**src/rtl/pwm_pkg.sv**
```systemverilog
// Shared constants and types for the shadowed PWM generator.
package pwm_pkg;

    // Default width of the cycle/duty words and of the period counter.
    localparam int unsigned PWM_WIDTH = 28;

    typedef enum logic [1:0] {
        S_IDLE,
        S_RUN,
        S_FAULT
    } pwm_state_e;

endpackage

```
**src/rtl/pwm_shadow_gen_if.sv**
```systemverilog
// PIO-side bundle: firmware words in, PWM status out.
interface pwm_shadow_gen_if #(
    parameter int unsigned WIDTH = pwm_pkg::PWM_WIDTH
);
    logic             enable_in;
    logic [WIDTH-1:0] cycle_in;
    logic [WIDTH-1:0] duty_in;
    logic             pwm_out;
    logic             period_tick;
    logic             cfg_err;
    logic             busy_pending;

    // Firmware / PIO side.
    modport master (
        output enable_in, cycle_in, duty_in,
        input  pwm_out, period_tick, cfg_err, busy_pending
    );

    // PWM generator side.
    modport slave (
        input  enable_in, cycle_in, duty_in,
        output pwm_out, period_tick, cfg_err, busy_pending
    );
endinterface

```
**src/rtl/pwm_word_filter.sv**
```systemverilog
// Stability filter for the non-atomic cycle/duty PIO words plus the pending shadow pair.
module pwm_word_filter
    import pwm_pkg::*;
#(
    parameter int unsigned WIDTH         = PWM_WIDTH,
    parameter int unsigned STABLE_CYCLES = 4
) (
    input  logic             clk_i,
    input  logic             rst_i,
    input  logic [WIDTH-1:0] cycle_i,
    input  logic [WIDTH-1:0] duty_i,
    input  logic [WIDTH-1:0] act_cycle_i,
    input  logic [WIDTH-1:0] act_duty_i,
    input  logic             apply_i,
    output logic             pend_valid_o,
    output logic [WIDTH-1:0] pend_cycle_o,
    output logic [WIDTH-1:0] pend_duty_o
);
    localparam int unsigned CntW = $clog2(STABLE_CYCLES + 1);
    localparam logic [CntW-1:0] CntMax = CntW'(STABLE_CYCLES - 1);

    logic [WIDTH-1:0] prev_cycle_q, prev_duty_q;
    logic [WIDTH-1:0] pend_cycle_q, pend_cycle_d, pend_duty_q, pend_duty_d;
    logic [CntW-1:0]  stable_cnt_q, stable_cnt_d;
    logic             pend_valid_q, pend_valid_d;
    logic             stable, reach, same_act, same_pend, capture;

    // Stability count, capture of a new settled pair, apply/cancel of the pending pair.
    always_comb begin
        stable       = (cycle_i == prev_cycle_q) && (duty_i == prev_duty_q);
        stable_cnt_d = stable_cnt_q;
        if (!stable) begin
            stable_cnt_d = '0;
        end else if (stable_cnt_q != CntMax) begin
            stable_cnt_d = stable_cnt_q + 1'b1;
        end
        reach     = stable && (stable_cnt_d == CntMax);
        same_act  = (prev_cycle_q == act_cycle_i) && (prev_duty_q == act_duty_i);
        same_pend = pend_valid_q && (prev_cycle_q == pend_cycle_q) && (prev_duty_q == pend_duty_q);
        // Counter saturates, so suppress re-capturing a pair already pending or active.
        capture   = reach && !same_act && !same_pend;

        pend_cycle_d = pend_cycle_q;
        pend_duty_d  = pend_duty_q;
        pend_valid_d = pend_valid_q;
        if (capture) begin
            pend_cycle_d = prev_cycle_q;
            pend_duty_d  = prev_duty_q;
            pend_valid_d = 1'b1;
        end else if (apply_i || (reach && same_act)) begin
            // Settling back onto the active pair cancels a stale pending pair.
            pend_valid_d = 1'b0;
        end
    end

    // Filter and pending registers.
    always_ff @(posedge clk_i or posedge rst_i) begin
        if (rst_i) begin
            prev_cycle_q <= '0;
            prev_duty_q  <= '0;
            stable_cnt_q <= '0;
            pend_cycle_q <= '0;
            pend_duty_q  <= '0;
            pend_valid_q <= 1'b0;
        end else begin
            prev_cycle_q <= cycle_i;
            prev_duty_q  <= duty_i;
            stable_cnt_q <= stable_cnt_d;
            pend_cycle_q <= pend_cycle_d;
            pend_duty_q  <= pend_duty_d;
            pend_valid_q <= pend_valid_d;
        end
    end

    assign pend_valid_o = pend_valid_q;
    assign pend_cycle_o = pend_cycle_q;
    assign pend_duty_o  = pend_duty_q;

endmodule

```
**src/rtl/pwm_shadow_gen.sv**
```systemverilog
// Glitch-free PWM with shadowed period/duty applied only at period boundaries.
module pwm_shadow_gen
    import pwm_pkg::*;
#(
    parameter int unsigned WIDTH         = PWM_WIDTH,
    parameter int unsigned STABLE_CYCLES = 4,
    parameter int unsigned MIN_CYCLE     = 2
) (
    input logic             clk_clk,
    input logic             reset_reset,
    pwm_shadow_gen_if.slave pio
);
    localparam logic [WIDTH-1:0] MinCycle = WIDTH'(MIN_CYCLE);

    pwm_state_e       state_q, state_d;
    logic [WIDTH-1:0] cnt_q, cnt_d;
    logic [WIDTH-1:0] act_cycle_q, act_cycle_d, act_duty_q, act_duty_d;
    logic             pwm_q, pwm_d, tick_q, tick_d;
    logic             pend_valid, apply, wrap, legal;
    logic [WIDTH-1:0] pend_cycle, pend_duty;

    pwm_word_filter #(
        .WIDTH         (WIDTH),
        .STABLE_CYCLES (STABLE_CYCLES)
    ) u_filter (
        .clk_i        (clk_clk),
        .rst_i        (reset_reset),
        .cycle_i      (pio.cycle_in),
        .duty_i       (pio.duty_in),
        .act_cycle_i  (act_cycle_q),
        .act_duty_i   (act_duty_q),
        .apply_i      (apply),
        .pend_valid_o (pend_valid),
        .pend_cycle_o (pend_cycle),
        .pend_duty_o  (pend_duty)
    );

    // Next state, counter, apply and registered output decode.
    always_comb begin
        state_d = state_q;
        cnt_d   = '0;
        apply   = 1'b0;
        wrap    = (cnt_q == act_cycle_q - WIDTH'(1));

        unique case (state_q)
            S_RUN: begin
                apply = pend_valid && wrap;
                cnt_d = wrap ? '0 : cnt_q + WIDTH'(1);
            end
            default: apply = pend_valid;
        endcase

        act_cycle_d = apply ? pend_cycle : act_cycle_q;
        act_duty_d  = apply ? pend_duty : act_duty_q;
        legal       = (act_cycle_d >= MinCycle);

        unique case (state_q)
            S_IDLE: begin
                if (pio.enable_in) state_d = legal ? S_RUN : S_FAULT;
            end
            S_RUN: begin
                if (wrap && !legal) state_d = S_FAULT;
            end
            S_FAULT: begin
                if (apply && legal) state_d = S_RUN;
            end
            default: state_d = S_IDLE;
        endcase

        if (!pio.enable_in) state_d = S_IDLE;
        if (state_d != S_RUN) cnt_d = '0;

        // Outputs are computed from next state so the pins come straight off flops.
        pwm_d  = (state_d == S_RUN) && (cnt_d < act_duty_d);
        tick_d = (state_d == S_RUN) && (cnt_d == '0);
    end

    // State, counter, active words and output registers.
    always_ff @(posedge clk_clk or posedge reset_reset) begin
        if (reset_reset) begin
            state_q     <= S_IDLE;
            cnt_q       <= '0;
            act_cycle_q <= '0;
            act_duty_q  <= '0;
            pwm_q       <= 1'b0;
            tick_q      <= 1'b0;
        end else begin
            state_q     <= state_d;
            cnt_q       <= cnt_d;
            act_cycle_q <= act_cycle_d;
            act_duty_q  <= act_duty_d;
            pwm_q       <= pwm_d;
            tick_q      <= tick_d;
        end
    end

    assign pio.pwm_out      = pwm_q;
    assign pio.period_tick  = tick_q;
    assign pio.cfg_err      = (state_q == S_FAULT);
    assign pio.busy_pending = pend_valid;

endmodule

```
**src/flat_wrapper.sv**
```systemverilog
// flat-port wrapper written by rule: the top's interface ports become plain ports
module pwm_shadow_gen_flat import pwm_pkg::*;
#(
    parameter int unsigned WIDTH         = PWM_WIDTH,
    parameter int unsigned STABLE_CYCLES = 4,
    parameter int unsigned MIN_CYCLE     = 2
)
  (clk_clk, reset_reset, pio_enable_in, pio_cycle_in, pio_duty_in, pio_pwm_out, pio_period_tick, pio_cfg_err, pio_busy_pending);
  pwm_shadow_gen_if #(.WIDTH(WIDTH)) pio_i ();
  input logic clk_clk;
  input logic reset_reset;
  input wire logic [$bits(pio_i.enable_in)-1:0] pio_enable_in;
  input wire logic [$bits(pio_i.cycle_in)-1:0] pio_cycle_in;
  input wire logic [$bits(pio_i.duty_in)-1:0] pio_duty_in;
  output wire logic [$bits(pio_i.pwm_out)-1:0] pio_pwm_out;
  output wire logic [$bits(pio_i.period_tick)-1:0] pio_period_tick;
  output wire logic [$bits(pio_i.cfg_err)-1:0] pio_cfg_err;
  output wire logic [$bits(pio_i.busy_pending)-1:0] pio_busy_pending;
  assign pio_i.enable_in = pio_enable_in;
  assign pio_i.cycle_in = pio_cycle_in;
  assign pio_i.duty_in = pio_duty_in;
  assign pio_pwm_out = pio_i.pwm_out;
  assign pio_period_tick = pio_i.period_tick;
  assign pio_cfg_err = pio_i.cfg_err;
  assign pio_busy_pending = pio_i.busy_pending;
  pwm_shadow_gen #(.WIDTH(WIDTH), .STABLE_CYCLES(STABLE_CYCLES), .MIN_CYCLE(MIN_CYCLE)) u_core (.clk_clk(clk_clk), .reset_reset(reset_reset), .pio(pio_i));
endmodule
```
**config.mk**
```make
export PLATFORM = sky130hd
export DESIGN_NAME = pwm_shadow_gen_flat
export DESIGN_NICKNAME = d
export VERILOG_FILES = /design/src/rtl/pwm_pkg.sv /design/src/rtl/pwm_shadow_gen_if.sv /design/src/rtl/pwm_word_filter.sv /design/src/rtl/pwm_shadow_gen.sv /design/src/flat_wrapper.sv
export SDC_FILE = /design/constraint.sdc
export NUM_CORES = 1
export LEC_CHECK = 0
export ABC_AREA = 1
export CORE_ASPECT_RATIO = 1.4
export CORE_MARGIN = 4
export CORE_UTILIZATION = 63
export CTS_BUF_LIST = sky130_fd_sc_hd__clkbuf_4
export CTS_CLUSTER_SIZE = 12
export DETAILED_ROUTE_END_ITERATION = 6
export GPL_ROUTABILITY_DRIVEN = 0
export PLACE_DENSITY = 0.83
export SETUP_SLACK_MARGIN = 0.02
export SLEW_MARGIN = 10
export SYNTH_ARGS = -nofsm -noshare
export SYNTH_HDL_FRONTEND = slang
export SYNTH_SLANG_ARGS = --single-unit
```
**constraint.sdc**
```tcl
create_clock -name clk_clk -period 8.5 [get_ports clk_clk]
set_input_delay 1.7 -clock clk_clk [delete_from_list [all_inputs] [get_ports clk_clk]]
set_output_delay 1.7 -clock clk_clk [all_outputs]
set_load 0.02 [all_outputs]
```
==> results.cfg, run 1 <==
[status]
status = finished, violations left
violations = design-rule violations

[synth]
synthArstFlopShare_pct = 100
netlist_instances = 1514
ys_ff_latch = 204
synth_edf_count = 0
synthTopCellsByArea = dfrtp_1 43%, nand2_1 12%, inv_1 7.7%, xor2_1 6.9%, nor2_1 4.4%
ys_types = 46
ys_warn_count = 0
synth_area_um2 = 11900
ys_seq_area_share_pct = 43.0
ys.flop_type = dfrtp_1
yosysMostFrequentCell = nand2_1
syn_avg_cell_area_um2 = 7.83
yosysTopAreaCell = dfrtp_1
synth.top_cell.area_share_pct = 43.0
syn_nets = 1603
yosys-top-cells-count = 366 x nand2_1, 242 x inv_1, 204 x dfrtp_1

[timing]
skew_ns = 0.0468
setup_viol = 0
rsz0062_at_grt = no
hold_viol_final = 0
tightestPinTransition_ns = 0.903
fin_crit_ns = 5.13
holdWs_ns = 0.520
slew_violations = 0
fin_ws_ns = 3.37
fmax_mhz = 195
relSlewSlack_pct = 39.8
setup_tns_ns = 0
finalCritPeriodShare_pct = 60.4

[layout]
register_area_um2 = 5100
multi_input_area_um2 = 5670
drive_above_1_share_pct = 7.39
fin_nets = 1691
final_util_pct = 71.6
areaGrowthSynthToFinish_pct = 11.9
n_fill_cell = 1416
final_area_um2 = 13300
final_cells = 1883

[worst_setup_path]
path_class = in2reg
crit_path_start_kind = primary input
cpMostUsedCell = nand3_1
slowest_delay_ns = 0.70
crit_chain = clkdlybuf4s50_1 > xnor2_1 > nand3_1 > nor4_1 > nor4b_1 > nand3_1 > nor3_1 > nand3_2 > buf_4 > inv_2 > o21ai_0
path_max_fanout = 60
slowest_stage = nor4b_1
end_kind = flop
required_ns = 8.99
crit_arrival_ns = 5.62
crit_start = pio_cycle_in[4]
r2r-start = u_core.act_cycle_q[0]

[grt]
antenna_found_initial = 1
gr-total-overflow = 0
grt_pass1_vias = 10646
grt_use_total_pct = 33.9
grt_max_degree = 136
grt_pass1_wl_mm = 54.6

[placed_design]
dp_cells = 1795
placed_cell_area_um2 = 12700
dp_hpwl_mm = 26.6
portBuffers = 62
place_ws_ns = 2.83

[detailed_routing]
drc = 1
viasPerCell = 5.68
ant_nets = 0
wirelength_mm = 34.7
vias = 10693
initialDrtViolationCount = 1233
drt_pass1_iterations = 7
wire_per_inst_um = 18.4

[clocking]
cts.clk_slew.worst_paths_ns = 0.07
cts_tree = done
cts_resized = 0
cts_max_level = 2
cts_max_path_buffers = 3
cts_root_buffer = clkbuf_4
cts_setup_buffers = 0
clkLatencyLatePin_ns = 0.67
clkSinkCount = 204
cts_buffers = 49
ctsHoldBuffers = 0

[power]
seq_power_share_pct = 53.0
swShare_pct = 24.9
ir_drop_uv = 164
p_int_mw = 1.43
p_switching_uw = 475
p_clk_share_pct = 40.8
total_power_mw = 1.90
powerDensity_nw_per_um2 = 143
p_leak_nw = 7.24
pwr-share-comb_pct = 6.2

[run]
drv_cap = 0

[floorplan]
die_x_um = 124
start_util_pct = 64.0
core_area_um2 = 18500
rows = 59
die_y_um = 170
io_pins = 63
fp.dieArea_um2 = 21100

[worst_hold_path]
hold_path.class = reg2reg
worstHoldStart = u_core.u_filter.pend_cycle_o[19]
-- sequential cells by signal (all words and copies together) (netlist names) --
name	flops
u_core.act_cycle_q	28
u_core.act_duty_q	28
u_core.cnt_q	28
u_core.pio.period_tick	1
u_core.pio.pwm_out	1
u_core.state_q	2
u_core.u_filter.pend_cycle_o	28
u_core.u_filter.pend_duty_o	28
u_core.u_filter.pend_valid_o	1
u_core.u_filter.prev_cycle_q	28
u_core.u_filter.prev_duty_q	28
u_core.u_filter.stable_cnt_q	3
-- path summary, 6_finish.rpt --
check                                                    to  slack, ns  cells after the start
setup / recovery            u_core.u_filter.pend_cycle_o[6]       3.37                     11
hold / removal             u_core.u_filter.pend_cycle_o[19]       0.52                      2
setup reg to reg                         u_core.pio.pwm_out       3.91                     23
hold reg to reg            u_core.u_filter.pend_cycle_o[19]       0.52                      2
max in group asynchronous             u_core.act_duty_q[17]       5.36                      3
min in group asynchronous  u_core.u_filter.prev_cycle_q[23]       1.67                      2
-- power groups by stage --
stage / clock [mW] / sequential, mW / combinational [mW]
2_1_floorplan: 0 / 1.02 / 0.0611
3_3_place_gp: 0 / 1.03 / 0.113
3_5_place_dp: 0 / 1.03 / 0.117
4_1_cts: 0.793 / 1.01 / 0.118
5_1_grt: 0.844 / 1.01 / 0.129
6_report: 0.777 / 1.01 / 0.118
-- layout make-up --
type / count / area share (%)
Timing Repair Buffer: 66 / 4.90
Tap cell: 244 / 2.30
Inverter: 247 / 7.04
Clock buffer: 73 / 4.13
Multi-Input combinational cell: 1034 / 42.7
Antenna cell: 1 / 0.0189
Sequential cell: 204 / 38.5
Clock inverter: 14 / 0.415
-- critical path, delay by kind of cell --
| kind | cells | cell delay, ns |
|---|---|---|
| and+or+nand+nor | 6 | 2.20 |
| buffers and inverters | 3 | 1.38 |
| AOI/OAI and AO/OA | 1 | 0.17 |
| xor gates and xnor gates | 1 | 0.12 |
-- cell usage in the layout, fill, tap and decap left out, drive strengths merged --
cell           instances
nand2                372
inv                  249
dfrtp                204
nor2                 150
o21ai                 95
xor2                  93
clkbuf                73
clkdlybuf4s50         62
nand3                 62
xnor2                 48
nand4                 33
ha                    30
nor3                  28
nor4                  24
a21oi                 22
o22ai                 17
nand3b                13
clkinv                12
or2                   11
a221oi                 8
o2111ai                7
buf                    4
a2111oi                3
a211oi                 3
and2                   3
o21bai                 2
o21a                   2
o221ai                 2
diode                  1
a22o                   1
or4                    1
mux2                   1
nor4b                  1
xnor3                  1
o211ai                 1
-- cell families (layout without fill, tap and decap cells) --
kind of cell / after synthesis / in the layout / share of synthesized area, %
buf+inv: 276 / 400 / 9.20
compound gates: 163 / 163 / 7.92
flops: 204 / 204 / 43.0
simple gates: 698 / 698 / 26.0
other cells: 0 / 1 / 0
fa+ha+maj: 30 / 30 / 3.16
xor+xnor: 142 / 142 / 10.6
mux: 1 / 1 / 0.0949
-- per-layer routing --
layer  vias to the layer above  track usage (%)  wire (um)
met5                         -                0          0
met4                         0             25.1       3040
met2                       567             55.1      16600
li1                       5020                -          -
met1                      4947             40.5      12400
met3                       159             5.19       2570
Note: power is estimated with default switching activity, not from simulation.
==> inputs of run 2 (changes only) <==
- CORE_UTILIZATION: 63 -> 57
- PLACE_DENSITY: 0.83 -> 0.79
- clock period: 8.5 -> 4.63 ns (I/O delays scaled with it)
==> run 2 against run 1 <==
Critical path depth up 11. Clock skew down 0.014 ns. Clock power up 100%. The flow now finishes without violations. Highest routed layer unchanged.
==> results.cfg, run 2 (synthesis results as in run 1) <==
[layout]
areaGrowthSynthToFinish_pct = 12.8
fin_nets = 1696
final_util_pct = 65.3
drive_above_1_share_pct = 7.74
layout_common_cells = 366 x nand2_1, 241 x inv_1, 204 x dfrtp_1, 138 x nor2_1, 93 x xor2_1
final_common_cell = nand2_1

[detailed_routing]
initialDrtViolationCount = 1007
wirelength_mm = 35.3
wire_per_inst_um = 18.6
drc = 0
vias = 10642
viasPerCell = 5.61
ant_nets = 0
drt_pass1_iterations = 6

[worst_hold_path]
hold_path.class = reg2reg
worstHoldStart = u_core.u_filter.pend_cycle_o[22]

[grt]
grt_max_degree = 120
grt_pass1_wl_mm = 55.7
gr-total-overflow = 0
grt_use_total_pct = 31.6
grt_pass1_vias = 10497
antenna_found_initial = 1

[worst_setup_path]
critPathBufInv = 1
critPathTopFamily = simple AND/OR/NAND/NOR gates
slowest_delay_ns = 0.58
slowest_stage = o21ai_0
crit_path_start_kind = flop
end_kind = flop
cpMostUsedCell = nand2_1
r2r-start = u_core.act_cycle_q[0]
path_class = reg2reg
crit_start = u_core.act_cycle_q[0]
crit_chain = inv_2 > ha_1 > nand3_4 > nor2_4 > nand2_2 > nor2_1 > nand2_1 > a21oi_1 > nand2_1 > nor2_2 > nand3_4 > nand2_8 > nand2_4 > o21ai_0 > ha_1 > nand4_1 > a21oi_1 > a2111oi_0 > nand2_1 > nand2_1 > nand2_1 > nor2_1
crit_arrival_ns = 4.77
required_ns = 5.22
path_max_fanout = 55

[power]
powerDensity_nw_per_um2 = 271
ir_drop_uv = 222
p_leak_nw = 7.28

[timing]
holdWs_ns = 0.518
relSlewSlack_pct = 27.6
setup_viol = 0
hold_viol_final = 0
fmax_mhz = 239
rsz0062_at_grt = no
tightestPinTransition_ns = 1.09
finalCritPeriodShare_pct = 90.3
slew_violations = 0
skew_ns = 0.0323
setup_tns_ns = 0
fin_crit_ns = 4.18

[clocking]
clkSinkCount = 204
cts_buffers = 49
cts_max_level = 2
cts.clk_slew.worst_paths_ns = 0.07
cts_max_path_buffers = 3
clkLatencyLatePin_ns = 0.67
cts_root_buffer = clkbuf_4
cts_setup_buffers = 0
cts_tree = done

[floorplan]
rows = 62
fp.dieArea_um2 = 23200
core_area_um2 = 20500
die_y_um = 179
io_pins = 63
start_util_pct = 57.9
die_x_um = 130

[placed_design]
portBuffers = 62
dp_hpwl_mm = 26.8

[status]
status = finished clean

[run]
drv_cap = 0
## run 2: repair_timing
item | in CTS | in global routing
resized for setup | 0 | 1
hold buffers | 0 | 0
endpoints found under the setup margin | 0 | 1
## run 2: stage by stage
step | power [mW] | std cells | cell area (um2) | setup slack [ns]
after floorplan | 1.98 | 1514 | 11900 | 1.03
after global placement | 2.10 | 1812 | 12700 | 0.568
after detailed placement | 2.10 | 1812 | 12700 | 0.478
after CTS | 3.65 | 1896 | 13400 | 0.481
after global routing | 3.77 | 1897 | 13400 | 0.0243
final | 3.62 | 1897 | 13400 | 0.450
## run 2: report_power, final
group          switching, mW  internal [mW]
registers             0.0442           1.81
logic                  0.120         0.0971
clock network          0.721          0.835
total                  0.885           2.74
## run 2: worst paths after layout
| kind | to | slack, ns | depth (start not counted) |
|---|---|---|---|
| worst min register to register | u_core.u_filter.pend_cycle_o[22] | 0.52 | 2 |
| worst max register to register | u_core.pio.pwm_out | 0.45 | 22 |
| worst max-delay path | u_core.pio.pwm_out | 0.45 | 22 |
| max in group asynchronous | u_core.u_filter.prev_duty_q[3] | 2.90 | 3 |
| worst min-delay path | u_core.u_filter.pend_cycle_o[22] | 0.52 | 2 |
| min in group asynchronous | u_core.act_cycle_q[16] | 0.78 | 3 |
## run 2: cell type report
type                    instances  area [um2]
clock inverters                10        91.3
inverters                     247         931
diodes                          1        2.50
clock buffers                  74         556
fillers                      1772        7100
repair buffers                 71         701
well taps                     256         320
multi-input cells            1034        5670
flip-flops and latches        204        5100
## run 2: tightest hold or removal path, delay by kind of cell (launching register included)
| kind | cells | cell delay (ns) |
|---|---|---|
| flip-flops | 1 | 0.37 |
| AO/OA/AOI/OAI | 1 | 0.06 |
| AND/OR/NAND/NOR | 1 | 0.05 |
## run 2: layer usage
layer	part of all wire [%]	wire length, um	track usage [%]	vias to the layer above
met1	38	13300	38.9	4957
met4	7.6	2670	20.1	0
li1	-	-	-	5042
met3	6.8	2420	4.62	142
met5	0	0	0	-
met2	48	16900	51.9	501
